--- config.mk ---
export PLATFORM = sky130hd
export DESIGN_NAME = minmax_sched
export DESIGN_NICKNAME = d
export VERILOG_FILES = /design/src/rtl/minmax_sched_pkg.sv /design/src/rtl/sel_minmax.sv /design/src/rtl/minmax_sched.sv
export SDC_FILE = /design/constraint.sdc
export NUM_CORES = 1
export LEC_CHECK = 0
export ABC_AREA = 1
export CAP_MARGIN = 0
export CORE_ASPECT_RATIO = 0.9
export CORE_MARGIN = 3
export CORE_UTILIZATION = 35
export CTS_CLUSTER_DIAMETER = 60
export DETAILED_ROUTE_END_ITERATION = 10
export PLACE_DENSITY = 0.59
export SETUP_SLACK_MARGIN = 0.5
export SYNTH_ARGS = -nofsm -noshare
export SYNTH_HDL_FRONTEND = slang
export SYNTH_SLANG_ARGS = --single-unit
--- constraint.sdc ---
create_clock -name clk -period 42.7 [get_ports clk]
set_clock_uncertainty 0.1 [all_clocks]
set_input_delay 8.54 -clock clk [delete_from_list [all_inputs] [get_ports clk]]
set_output_delay 8.54 -clock clk [all_outputs]
set_load 0.01 [all_outputs]
--- src/rtl/minmax_sched_pkg.sv ---
// Shared configuration, slot payload and saturating effective-priority helper
// for the minmax_sched issue scheduler.
package minmax_sched_pkg;

  localparam int unsigned IN   = 8;
  localparam int unsigned DATA = 8;
  localparam int unsigned TAG  = 4;
  localparam int unsigned AGE  = 3;

  localparam int unsigned IDX = $clog2(IN);
  localparam int unsigned KEY = 1 + DATA + IDX;
  localparam int unsigned CNT = IDX + 1;

  typedef struct packed {
    logic            valid;
    logic [DATA-1:0] prio;
    logic [TAG-1:0]  tag;
    logic [AGE-1:0]  age;
  } entry_t;

  // prio + age, clamped to the all-ones priority instead of wrapping
  function automatic logic [DATA-1:0] sat_add(input logic [DATA-1:0] prio,
                                              input logic [AGE-1:0]  age);
    logic [DATA:0] sum;
    sum = {1'b0, prio} + {{(DATA + 1 - AGE){1'b0}}, age};
    return sum[DATA] ? {DATA{1'b1}} : sum[DATA-1:0];
  endfunction

endpackage

--- src/rtl/sel_minmax.sv ---
// Combinational min/max selector over IN keys; strict compare keeps the
// lowest index on equal keys. Output reads 0 when en is not at its active level.
module sel_minmax #(
  parameter int unsigned IN      = 8,
  parameter int unsigned DATA    = 8,
  parameter bit          MINMAX_ = 1'b1,
  parameter bit          ACT     = 1'b1
) (
  input  logic                  en,
  input  logic [DATA-1:0]       din [IN],
  output logic [DATA-1:0]       sel_val,
  output logic [$clog2(IN)-1:0] sel_idx
);

  localparam int unsigned IW = $clog2(IN);

  logic [DATA-1:0] best;
  logic [IW-1:0]   best_idx;

  always_comb begin
    best     = din[0];
    best_idx = '0;
    for (int i = 1; i < IN; i++) begin
      if (MINMAX_ ? (din[i] > best) : (din[i] < best)) begin
        best     = din[i];
        best_idx = IW'(i);
      end
    end
    sel_val = '0;
    sel_idx = '0;
    if (en == ACT) begin
      sel_val = best;
      sel_idx = best_idx;
    end
  end

endmodule

--- src/rtl/minmax_sched.sv ---
// IN-entry priority issue scheduler: allocates into the lowest free slot and
// issues the highest aged priority; periodic aging prevents starvation.
module minmax_sched
  import minmax_sched_pkg::*;
#(
  parameter int unsigned AGE_PERIOD = 16
) (
  input  logic            clk,
  input  logic            reset,
  input  logic            flush,
  input  logic            alloc_valid,
  output logic            alloc_ready,
  input  logic [DATA-1:0] alloc_prio,
  input  logic [TAG-1:0]  alloc_tag,
  output logic            issue_valid,
  input  logic            issue_ready,
  output logic [IDX-1:0]  issue_idx,
  output logic [DATA-1:0] issue_prio,
  output logic [TAG-1:0]  issue_tag,
  output logic [CNT-1:0]  count,
  output logic            empty
);

  localparam int unsigned PW = (AGE_PERIOD > 1) ? $clog2(AGE_PERIOD) : 1;

  entry_t          slots [IN];
  logic [PW-1:0]   per_cnt;
  logic [KEY-1:0]  keys [IN];
  logic [KEY-1:0]  sel_key;
  logic [IDX-1:0]  sel_idx;
  logic [IDX-1:0]  key_idx;
  logic [IDX-1:0]  free_idx;
  logic            tick;
  logic            alloc_fire;
  logic            issue_fire;

  // Key = {valid, eff, ~idx}: invalid slots lose, equal eff favours low index
  always_comb begin
    for (int i = 0; i < IN; i++) begin
      keys[i] = {slots[i].valid, sat_add(slots[i].prio, slots[i].age), ~IDX'(i)};
    end
  end

  sel_minmax #(
    .IN      (IN),
    .DATA    (KEY),
    .MINMAX_ (1'b1),
    .ACT     (1'b1)
  ) u_sel (
    .en      (1'b1),
    .din     (keys),
    .sel_val (sel_key),
    .sel_idx (sel_idx)
  );

  // The key's inverted index field names the same slot as sel_idx
  assign key_idx     = ~sel_key[IDX-1:0];
  assign issue_valid = sel_key[KEY-1];
  assign issue_idx   = issue_valid ? sel_idx : '0;
  assign issue_prio  = issue_valid ? sel_key[KEY-2:IDX] : '0;
  assign issue_tag   = issue_valid ? slots[key_idx].tag : '0;

  assign alloc_ready = (count < CNT'(IN));
  assign empty       = (count == '0);
  assign tick        = (per_cnt == PW'(AGE_PERIOD - 1));
  assign alloc_fire  = alloc_valid && alloc_ready && !flush;
  assign issue_fire  = issue_valid && issue_ready;

  // Lowest-index free slot; a slot being issued this cycle still reads valid
  always_comb begin
    logic found;
    found    = 1'b0;
    free_idx = '0;
    for (int i = 0; i < IN; i++) begin
      if (!found && !slots[i].valid) begin
        free_idx = IDX'(i);
        found    = 1'b1;
      end
    end
  end

  always_ff @(posedge clk or posedge reset) begin
    if (reset) begin
      for (int i = 0; i < IN; i++) slots[i] <= '0;
      count   <= '0;
      per_cnt <= '0;
    end else begin
      per_cnt <= tick ? '0 : per_cnt + PW'(1);
      count   <= flush ? '0 : count + CNT'(alloc_fire) - CNT'(issue_fire);
      for (int i = 0; i < IN; i++) begin
        if (flush) begin
          slots[i].valid <= 1'b0;
        end else if (issue_fire && (IDX'(i) == sel_idx)) begin
          slots[i].valid <= 1'b0;
        end else if (alloc_fire && (IDX'(i) == free_idx)) begin
          slots[i] <= '{valid: 1'b1, prio: alloc_prio, tag: alloc_tag, age: '0};
        end else if (tick && slots[i].valid && (slots[i].age != '1)) begin
          slots[i].age <= slots[i].age + AGE'(1);
        end
      end
    end
  end

endmodule

=== Word-level counts from Yosys, hierarchy flattened ===
Cells that the tools add are included.

* Bitwise gates (word level): 11
* Multiplexer cells: 84
* Reduce and logical (&&, ||, !) cells: 91
* Eq/ne operators: 23
* Add/subtract/negate cells: 19
* Order comparisons: 9

{| class="wikitable"
|+ Operators with widths
! kind !! number
|-
| $mux 13 || 8
|-
| $gt 12x12->1 || 7
|-
| $mux 12 || 7
|-
| $mux 3 || 27
|-
| $add 8x3->9 || 8
|-
| $mux 8 || 9
|-
| $bmux 16 s3 || 1
|-
| $reduce_and 3->1 || 16
|-
| $logic_and 1x1->1 || 42
|-
| $mux 1 || 25
|-
| $add 3x1->3 const B || 8
|-
| $eq 3x3->1 const A || 8
|-
| $ne 3x3->1 const B || 8
|-
| $reduce_bool 3->1 || 8
|-
| $reduce_bool 2->1 || 8
|-
| $logic_not 1->1 || 14
|-
| $mux 7 || 2
|-
| $eq 2x3->1 const A || 4
|-
| $mux 4 || 3
|-
| $not 1->1 || 9
|-
| $eq 1x3->1 const A || 2
|-
| $logic_not 3->1 || 2
|-
| $add 4x1->4 || 1
|-
| $add 4x1->4 const B || 1
|-
| other kinds (8) || 9
|}

* Input bits: 17
* Logic and storage cells: 271
* Bits in registers: 136
* Output and inout port bits: 22

=== Longest topological paths before layout ===
Gate-level depths: netlist of the first run.

* Depth after elaboration: 26
* Mapped depth: 104
* Depth with buffers taken out: 96

=== Cells and area by module ===
Synthesis of the first run repeated with hierarchy kept, for this count alone.

* Cell total of the unflattened synthesis: 1,607
* Area, all modules: 11,582.4 µm²

{| class="wikitable"
|+ Modules (own cells, without submodules)
! module !! cells each !! area an instance (µm²) !! sequential area each (µm²) !! instances
|-
| minmax_sched || 1,015 || 8,152.8 || 3,403.3 || 1
|-
| sel_minmax || 592 || 3,429.5 || 0.0 || 1
|}

=== Least setup slack after synthesis of the first run ===
Ideal clock, no wire load.

* Kind: reg2out
* From: register slots[96] (netlist name)
* To: output port issue_tag[1]
* Cell stages (with the launch flop): 89
* Slack: 22.239 ns
* Path buffers: 9
* Arrival time: 11.821 ns
* Data required time: 34.060 ns
* Cell sequence: dfrtp_1 > ha_1 > fa_1 > nand3_1 > nand2_1 > inv_1 > nor2_1 > inv_1 > nor2_1 > o32ai_1 > inv_1 > ha_1 > nand2_1 > nor2_1 > nand2_1 > nor2_1 > nand3_1 > nand2_1 > [53 not listed] > buf_1 > nand2_1 > o21ai_1 > ha_1 > a21oi_1 > o21ai_0 > nand2_1 > o211ai_1 > a31oi_1 > clkbuf_1 > nand2_1 > nand2_1 > nor2_1 > nor2_1 > nand3_1 > nand2_1 > inv_1 > nor2_1

* Word-level cells in the longest chain between the ends: 22

{| class="wikitable"
|+ RTL lines
! item !! RTL line !! source
|-
| start, declared || minmax_sched.sv:26 || <nowiki>entry_t slots [IN];</nowiki>
|-
| start signal, assigned by index || minmax_sched.sv:96 || <nowiki>slots[i] <= '{valid: 1'b1, prio: alloc_prio, tag: alloc_tag, age: '0};</nowiki>
|-
| $add 8x3->9 * || minmax_sched_pkg.sv:25 || <nowiki>sum = {1'b0, prio} + {{(DATA + 1 - AGE){1'b0}}, age};</nowiki>
|-
| $mux 8 * || minmax_sched_pkg.sv:26 || <nowiki>return sum[DATA] ? {DATA{1'b1}} : sum[DATA-1:0];</nowiki>
|-
| $gt 12x12->1 || sel_minmax.sv:24 || <nowiki>if (MINMAX_ ? (din[i] > best) : (din[i] < best)) begin</nowiki>
|-
| $mux 12 * || sel_minmax.sv:24 ||
|-
| $gt 12x12->1 || sel_minmax.sv:24 ||
|-
| $mux 12 * || sel_minmax.sv:24 ||
|-
| $gt 12x12->1 || sel_minmax.sv:24 ||
|-
| $mux 12 * || sel_minmax.sv:24 ||
|-
| [5 not listed] || -- ||
|-
| $mux 12 * || sel_minmax.sv:24 ||
|-
| $gt 12x12->1 || sel_minmax.sv:24 ||
|-
| $mux 12 * || sel_minmax.sv:24 ||
|-
| $not 3->3 || minmax_sched.sv:57 || <nowiki>assign key_idx = ~sel_key[IDX-1:0];</nowiki>
|-
| $not 3->4 (not written as such) || minmax_sched.sv:61 || <nowiki>assign issue_tag = issue_valid ? slots[key_idx].tag : '0;</nowiki>
|-
| $bmux 16 s3 || minmax_sched.sv:61 ||
|-
| $mux 7 (not written as such) (2 in a row) || minmax_sched.sv:61 ||
|-
| $mux 4 * || minmax_sched.sv:61 ||
|-
| end, declared || minmax_sched.sv:19 || <nowiki>output logic [TAG-1:0] issue_tag,</nowiki>
|}

Every way passes the cells marked *; elsewhere a longest branch is shown, timed or not. The select of a mux whose other input is x is not followed.

=== Worst setup path in the final report of the first run ===
* From: register slots[96] (netlist name)
* To: output port issue_tag[2]

Same word-level chain as after synthesis.

==> impl_metrics.env, run 1 <==
export IMPL_outcome="finished, final reports clean"
export IMPL_synth_top_area_share_pct=33.74
export IMPL_ant_nets=0
export IMPL_grt_ovfl_total=0
export IMPL_synth_async_reset_ratio_pct=100.0
export IMPL_numCtsBuffers=17
export IMPL_tightest_slew_ns=1.101
export IMPL_drive_gt1_share_pct=4.420
export IMPL_wire_per_inst_um=15.55
export IMPL_dieWidth_um=185.0
export IMPL_ys_top_cells_by_area="dfrtp_1, nand2_1, ha_1"
export IMPL_cp_data_required_time_ns=34.06
export IMPL_cts_hold_buf=0
export IMPL_start_kind="register"
export IMPL_post_cts_buffers=0
export IMPL_fillers=2946
export IMPL_cts_resized=0
export IMPL_synth_warnings=0
export IMPL_place_hpwl_um=21420
export IMPL_cts_root_buf="clkbuf_16"
export IMPL_slew_viol_final=0
export IMPL_grt_setup_unrepaired="no"
export IMPL_cp_slowest_cell="nor2_1"
export IMPL_path_class="reg2out"
export IMPL_grt_pass1_vias=8615
export IMPL_fin_nets=1568
export IMPL_slowest_delay_ns=0.84
export IMPL_io_pins=39
export IMPL_finalInstanceArea_um2=11360
export IMPL_critPathMaxFanout=21
export IMPL_synthTopCellsByCount="nand2_1, inv_1, o21ai_0"
export IMPL_syn_inst=1407
export IMPL_drc_errors=0
export IMPL_cts_tree="built"
export IMPL_post_route_period_util_pct=55.84
export IMPL_syn_area_per_cell_um2=7.169
export IMPL_finalSetupViolations=0
export IMPL_syn2layout_area_growth_pct=12.65
export IMPL_hold_class="reg2reg"
export IMPL_synth_enable_flop_cells=0
export IMPL_via_per_inst=5.037
export IMPL_yosysMostFrequentCell="nand2_1"
export IMPL_htree_num_levels=4
export IMPL_fin_setup_tns_ns=0
export IMPL_slew_headroom_pct=26.33
export IMPL_track_usage_pct=18.82
export IMPL_synth_seq_cells=136
export IMPL_fp_row_count=58
export IMPL_cp_common_cell="nand2_1"
export IMPL_yosysTopAreaCell="dfrtp_1"
export IMPL_antenna_found_initial=0
export IMPL_syn_area_um2=10090
export IMPL_cts_path_max_buffers=2
export IMPL_dr_pass1_iters=5
export IMPL_clkSlewWorstSetupHoldPaths_ns=0.07
export IMPL_synth_cell_type_count=38
export IMPL_place_area_um2=10800
export IMPL_hold_viol=0
export IMPL_synth_ff_type="dfrtp_1"
export IMPL_whs_ns=0.3862
export IMPL_gp_congestion=0.9266
export IMPL_initial_utilization_pct=35.82
export IMPL_io_buffers=38
export IMPL_syn_nets=1539
export IMPL_grt_max_degree=71
export IMPL_clkLatencyLatePin_ns=0.43
export IMPL_die_area_um2=30900
export IMPL_setup_worst_path_end_class="output port"
export IMPL_maxCapViolations=0
export IMPL_cts_sinks=136
export IMPL_critPathArrivalTime_ns=15.20
export IMPL_routed_wl_um=28120
export IMPL_vias=9107
export IMPL_first_iter_violations=796
export IMPL_die_y_um=167.1
export IMPL_antennaDiodeCount=0
export IMPL_grt_pass1_wl_um=46280
export IMPL_core_area_um2=28160
export IMPL_fin_crit_ns=23.84
export IMPL_clock_fmax_mhz=41.94
export IMPL_ys_seq_area_share_pct=33.74
## sequential cells by signal (all words and copies together) (netlist names)
name and flops:
keys 8, count 4, slots 120, per_cnt 4
## layout by cell type, fill, tap and decap left out, types with 4 or more instances in the layout
cell type	netlist	final
buf_4	5	6
clkdlybuf4s50_1	0	38
and2_1	4	4
o31ai_1	7	7
xnor2_1	5	5
dfrtp_1	136	136
or2_2	6	6
o21ai_1	13	13
nor2_1	134	134
nand4_1	32	32
inv_1	183	182
a31oi_1	8	8
nand2_4	4	4
xor2_1	6	6
fa_1	9	9
ha_1	106	106
clkbuf_16	0	17
a21oi_1	45	45
nand2_2	10	10
nor3_1	16	16
clkinvlp_4	0	5
inv_6	0	6
o22ai_1	8	8
nand3_1	71	71
o21ai_0	175	175
nand2_1	371	371
## metrics by stage
stage | setup slack, ns | std cells | util (%)
finish | 18.86 | 1808 | 40.36
global route | 17.46 | 1808 | 40.36
CTS | 19.09 | 1808 | 40.36
detailed placement | 19.66 | 1777 | 38.37
global placement | 20.02 | 1777 | 38.37
floorplan | 22.24 | 1407 | -
## worst max-delay path, delay by kind of cell (launching register included)
family          cells  cell delay (ns)
simple gates       35             4.07
compound gates     24             4.66
flops               1             0.42
fa+ha+maj           9             2.89
buf+inv            13             2.68
## per-layer routing
| metal | vias to the layer above | wire length (um) | track usage [%] |
|---|---|---|---|
| met4 | 0 | 462 | 4.762 |
| met2 | 185 | 12030 | 27.79 |
| met3 | 31 | 1297 | 3.298 |
| met5 | - | 0 | 0 |
| li1 | 4670 | - | - |
| met1 | 4221 | 14340 | 28.38 |
## final timing paths
kind | start | endpoint | slack (ns) | depth (start not counted)
min reg2reg | slots[53] | slots[53] | 0.39 | 2
min | slots[53] | slots[53] | 0.39 | 2
max | slots[96] | issue_tag[2] | 18.86 | 81
max in group asynchronous | reset | slots[62] | 32.63 | 3
max reg2reg | slots[96] | count[2] | 27.27 | 84
min in group asynchronous | reset | count[3] | 8.48 | 2
## cell families after synthesis
| group | count (synthesis) | share of synthesized area (%) |
|---|---|---|
| buffers and inverters | 221 | 8.583 |
| XOR/XNOR | 11 | 0.9551 |
| AND/OR/NAND/NOR | 655 | 27.51 |
| flip-flops | 136 | 33.74 |
| AO/OA/AOI/OAI | 269 | 14.28 |
| adder cells (fa/ha/maj) | 115 | 14.93 |
## area by class of cell
cell class / instances / area [um2] / area share, %
Clock buffer: 19 / 442.9 / 3.898
Clock inverter: 12 / 116.4 / 1.024
Inverter: 187 / 706.9 / 6.221
Multi-Input combinational cell: 1050 / 5818 / 51.20
Sequential cell: 136 / 3403 / 29.95
Tap cell: 360 / 450.4 / 3.964
Timing Repair Buffer: 44 / 425.4 / 3.744
Power of run 1 is left out: the tool's default activity adds up to more than one toggle a clock period on the data nets, which glitch-free logic cannot reach.
==> run 2: changes to the inputs <==
--- a/config.mk
+++ b/config.mk
@@ -12,7 +12,7 @@
 export CORE_UTILIZATION = 35
 export CTS_CLUSTER_DIAMETER = 60
 export DETAILED_ROUTE_END_ITERATION = 10
-export PLACE_DENSITY = 0.59
+export PLACE_DENSITY = 0.61
 export SETUP_SLACK_MARGIN = 0.5
 export SYNTH_ARGS = -nofsm -noshare
 export SYNTH_HDL_FRONTEND = slang
==> constraint.sdc (replaced) <==
create_clock -name clk -period 19.4 [get_ports clk]
set_clock_uncertainty 0.1 [all_clocks]
set_input_delay 3.88 -clock clk [delete_from_list [all_inputs] [get_ports clk]]
set_output_delay 3.88 -clock clk [all_outputs]
set_load 0.01 [all_outputs]
==> run 2 against run 1 <==
Compared with the run above:
- routed wire length down 1.2%
- cell count increased by 0.11%
- largest cell class unchanged
- sequential share of layout area is 0.30 points lower
- core utilization rose by 0.40 points
- non-clock buffer count unchanged
- critical endpoint unchanged
- register-to-register slack worse by 21 ns
- die area is the same
- global-route usage shrank 0.56 points
- hold slack worse by 0.0068 ns
- first-iteration DRC count is 14% lower
- design area is 1.0% higher
==> impl_metrics.env, run 2 (synthesized netlist as in run 1, its figures left out) <==
export IMPL_outcome="finished, final reports clean"
export IMPL_cts_root_buf="clkbuf_16"
export IMPL_die_area_um2=30900
export IMPL_grt_pass1_wl_um=45130
export IMPL_antenna_found_initial=0
export IMPL_clock_fmax_mhz=57.02
export IMPL_first_iter_violations=688
export IMPL_cp_slowest_cell="clkdlybuf4s50_1"
export IMPL_hold_class="reg2reg"
export IMPL_wire_per_inst_um=15.35
export IMPL_post_route_period_util_pct=90.39
export IMPL_slowest_delay_ns=0.50
export IMPL_setup_worst_path_end_class="output port"
export IMPL_final_cell_mix="nand2_1, inv_1, o21ai_0"
export IMPL_gp_congestion=0.9314
export IMPL_cts_sinks=136
export IMPL_top_register="slots"
export IMPL_cts_hold_buf=0
export IMPL_grt_pass1_vias=8491
export IMPL_place_hpwl_um=20890
export IMPL_grt_max_degree=80
export IMPL_fillers=2920
export IMPL_place_inst=1776
export IMPL_core_area_um2=28160
export IMPL_critPathArrivalTime_ns=13.56
export IMPL_multiInputGateArea_um2=5849
export IMPL_cp_top_family="simple AND/OR/NAND/NOR gates"
export IMPL_hold_viol=0
export IMPL_antennaDiodeCount=0
export IMPL_maxCapViolations=0
export IMPL_finalSetupViolations=0
export IMPL_io_pins=39
export IMPL_initial_utilization_pct=35.82
export IMPL_routed_wl_um=27790
export IMPL_slew_viol_final=0
export IMPL_path_buf_inv=12
export IMPL_fp_row_count=58
export IMPL_tightest_slew_ns=1.086
export IMPL_io_buffers=38
export IMPL_ff_latch_area_um2=3403
export IMPL_die_y_um=167.1
export IMPL_cp_data_required_time_ns=15.42
export IMPL_critPathMaxFanout=22
export IMPL_grt_ovfl_total=0
export IMPL_grt_setup_unrepaired="no"
export IMPL_via_per_inst=5.101
export IMPL_dr_pass1_iters=5
export IMPL_numCtsBuffers=17
export IMPL_start_kind="register"
export IMPL_ant_nets=0
export IMPL_fin_setup_tns_ns=0
export IMPL_cts_tree="built"
export IMPL_path_class="reg2out"
export IMPL_track_usage_pct=18.26
export IMPL_clkSlewWorstSetupHoldPaths_ns=0.06
export IMPL_dieWidth_um=185.0
export IMPL_instances_no_fill=1810
export IMPL_drc_errors=0
export IMPL_fin_nets=1569
export IMPL_layout_commonest_cell="nand2_1"
export IMPL_largest_reg_flops=120
export IMPL_syn2layout_area_growth_pct=13.78
export IMPL_vias=9232
export IMPL_clkLatencyLatePin_ns=0.43
export IMPL_htree_num_levels=4
export IMPL_drive_gt1_share_pct=5.034
export IMPL_slew_headroom_pct=27.31
export IMPL_cp_common_cell="nand2_1"
export IMPL_fin_crit_ns=17.54
export IMPL_cts_path_max_buffers=2
## run 2: cell count changes in the layout (fill, tap and decap cells not counted), sizes merged
cell      change
bufinv        +3
clkbuf        -1
clkinv        +6
clkinvlp      -2
inv           -5
nor2          +1
## run 2: timing repair
action,in CTS,in global routing
buffers inserted,0,1
resized for setup,0,10
endpoints found under the setup margin,0,16
## run 2: metal layers
layer  wire length, um  up-vias  global-route usage [%]
met1             13870     4307                   27.64
li1                  -     4669                       -
met4               384        0                   4.501
met5                 0        -                       0
met2             12150      224                   27.51
met3              1387       32                   2.380
## run 2: layout make-up
cell class | instances | area share [%]
clock buffers | 18 | 3.826
clock inverters | 14 | 1.701
inverters | 187 | 6.225
multi-input cells | 1051 | 50.96
flip-flops and latches | 136 | 29.65
well taps | 360 | 3.925
repair buffers | 44 | 3.707
## run 2: path summary, 6_finish.rpt
path                                start            to  slack [ns]  depth (start not counted)
worst max-delay path            slots[96]  issue_tag[2]        1.86                         87
worst min-delay path            slots[53]     slots[53]        0.38                          2
worst max register to register  slots[96]      count[3]        5.89                         91
worst min register to register  slots[53]     slots[53]        0.38                          2
max in group asynchronous           reset     slots[84]       14.03                          3
min in group asynchronous           reset      count[3]        3.87                          2
## run 2: worst reg2reg max path: cells and delay by family (launching register included)
kind	cells	cell delay, ns
fa+ha+maj	11	3.33
compound gates	21	3.33
buf+inv	14	1.98
simple gates	45	4.31
flops	1	0.41
## run 2: metrics by stage
stage          worst slack (ns)  area (um2)  hold WS, ns  utilization, %
5_1_grt                  0.5253       11480       0.4105           40.76
6_report                  1.863       11480       0.3794           40.76
4_1_cts                  0.9871       11430       0.3850           40.60
3_5_place_dp              1.497       10800       0.3693           38.34
3_3_place_gp              1.753       10800       0.3591           38.34
2_1_floorplan             3.599       10090       0.3457               -
Power of run 2 is left out for the same reason.
==> run 3: changes to the inputs <==
--- a/config.mk
+++ b/config.mk
@@ -12,7 +12,8 @@
 export CORE_UTILIZATION = 35
 export CTS_CLUSTER_DIAMETER = 60
 export DETAILED_ROUTE_END_ITERATION = 10
-export PLACE_DENSITY = 0.61
+export DONT_BUFFER_PORTS = 1
+export PLACE_DENSITY = 0.59
 export SETUP_SLACK_MARGIN = 0.5
 export SYNTH_ARGS = -nofsm -noshare
 export SYNTH_HDL_FRONTEND = slang
==> run 3 against run 2 <==
Compared with the run above:
- critical path depth fell by 3
- highest routed layer unchanged
- global-route usage barely moved
- clock-buffer cell count rose by 1
- cell count fell by 2.0%
- fmax fell by 0.43%
- hold slack improved by 0.0065 ns
- worst setup slack got worse by 0.075 ns
==> impl_metrics.env, run 3 (synthesized netlist as in run 1, its figures left out) <==
export IMPL_outcome="finished, final reports clean"
export IMPL_clock_fmax_mhz=56.78
export IMPL_antenna_found_initial=0
export IMPL_post_route_period_util_pct=90.78
export IMPL_place_hpwl_um=21180
export IMPL_place_ws_ns=1.097
export IMPL_via_per_inst=5.090
export IMPL_slowest_delay_ns=0.41
export IMPL_fin_nets=1532
export IMPL_path_class="reg2out"
export IMPL_finalInstanceArea_um2=11100
export IMPL_grt_setup_unrepaired="no"
export IMPL_routed_wl_um=27990
export IMPL_final_cell_mix="nand2_1, inv_1, o21ai_0"
export IMPL_wire_per_inst_um=15.79
export IMPL_ant_nets=0
export IMPL_hold_viol=0
export IMPL_die_area_um2=30900
export IMPL_tightest_slew_ns=0.9397
export IMPL_clkSlewWorstSetupHoldPaths_ns=0.06
export IMPL_r2r_start="slots[96]"
export IMPL_grt_ovfl_total=0
export IMPL_layout_commonest_cell="nand2_1"
export IMPL_finalSetupViolations=0
export IMPL_cp_slowest_cell="dfrtp_1"
export IMPL_track_usage_pct=18.22
export IMPL_critPathArrivalTime_ns=13.63
export IMPL_fin_util_pct=39.42
export IMPL_critPathLaunch="slots[96]"
export IMPL_fin_setup_tns_ns=0
export IMPL_numCtsBuffers=17
export IMPL_worst_slack_ns=1.788
export IMPL_cp_data_required_time_ns=15.42
export IMPL_cts_path_max_buffers=2
export IMPL_io_pins=39
export IMPL_core_area_um2=28160
export IMPL_grt_max_degree=90
export IMPL_min_from="slots[69]"
export IMPL_fin_crit_ns=17.61
export IMPL_grt_pass1_wl_um=44440
export IMPL_cts_tree="built"
export IMPL_cp_common_cell="nand2_1"
export IMPL_antennaDiodeCount=0
export IMPL_hold_class="reg2reg"
export IMPL_slew_viol_final=0
export IMPL_syn2layout_area_growth_pct=10.05
export IMPL_first_iter_violations=551
export IMPL_initial_utilization_pct=35.82
export IMPL_gp_congestion=0.8972
export IMPL_slew_headroom_pct=37.18
export IMPL_largest_reg_flops=120
export IMPL_fp_row_count=58
export IMPL_cts_root_buf="clkbuf_16"
export IMPL_grt_pass1_vias=8249
export IMPL_top_register="slots"
export IMPL_cts_sinks=136
export IMPL_setup_worst_path_end_class="output port"
export IMPL_dieWidth_um=185.0
export IMPL_clkLatencyLatePin_ns=0.44
export IMPL_start_kind="register"
export IMPL_io_buffers=0
export IMPL_maxCapViolations=0
export IMPL_htree_num_levels=4
export IMPL_dr_pass1_iters=5
export IMPL_drc_errors=0
export IMPL_drive_gt1_share_pct=5.096
export IMPL_critPathMaxFanout=18
export IMPL_die_y_um=167.1
export IMPL_place_area_um2=10420
export IMPL_vias=9025
==> run 3: per-stage QoR <==
stage / hold slack [ns] / cells
2_1_floorplan: 0.3457 / 1407
3_3_place_gp: 0.3589 / 1738
3_5_place_dp: 0.3688 / 1738
4_1_cts: 0.3848 / 1770
5_1_grt: 0.4133 / 1773
6_report: 0.3859 / 1773
==> run 3: area by class of cell <==
class | count | area (um2)
Clock inverter | 13 | 168.9
Timing Repair Buffer | 6 | 57.56
Tap cell | 360 | 450.4
Fill cell | 2948 | 17060
Sequential cell | 136 | 3403
Multi-Input combinational cell | 1052 | 5867
Clock buffer | 19 | 442.9
Inverter | 187 | 710.7
==> run 3: worst max-delay path: cells and delay by family, from the launching register on <==
family / cells / cell delay [ns]
AND/OR/NAND/NOR: 45 / 4.83
buffers and inverters: 14 / 2.13
flip-flops: 1 / 0.41
AO/OA/AOI/OAI: 16 / 3.00
adder cells (fa/ha/maj): 9 / 2.83
==> run 3: timing repair <==
item                       CTS  global route
setup endpoints to repair    0            16
setup buffers                0             1
hold buffers                 0             0
gates resized for setup      0             6
==> run 3: worst paths after layout <==
check / endpoint / slack [ns] / cells past startpoint
setup reg to reg: count[3] / 5.29 / 90
setup / recovery: issue_prio[2] / 1.79 / 84
hold / removal: slots[69] / 0.39 / 2
min in group asynchronous: count[3] / 3.36 / 1
max in group asynchronous: slots[65] / 14.66 / 2
hold reg to reg: slots[69] / 0.39 / 2
==> run 3: layer usage <==
metal,wire [um],GRT usage (%)
met5,0,0
met4,354,4.436
met3,1097,2.795
met2,12390,27.87
met1,14140,26.96
Power of run 3 is left out for the same reason.
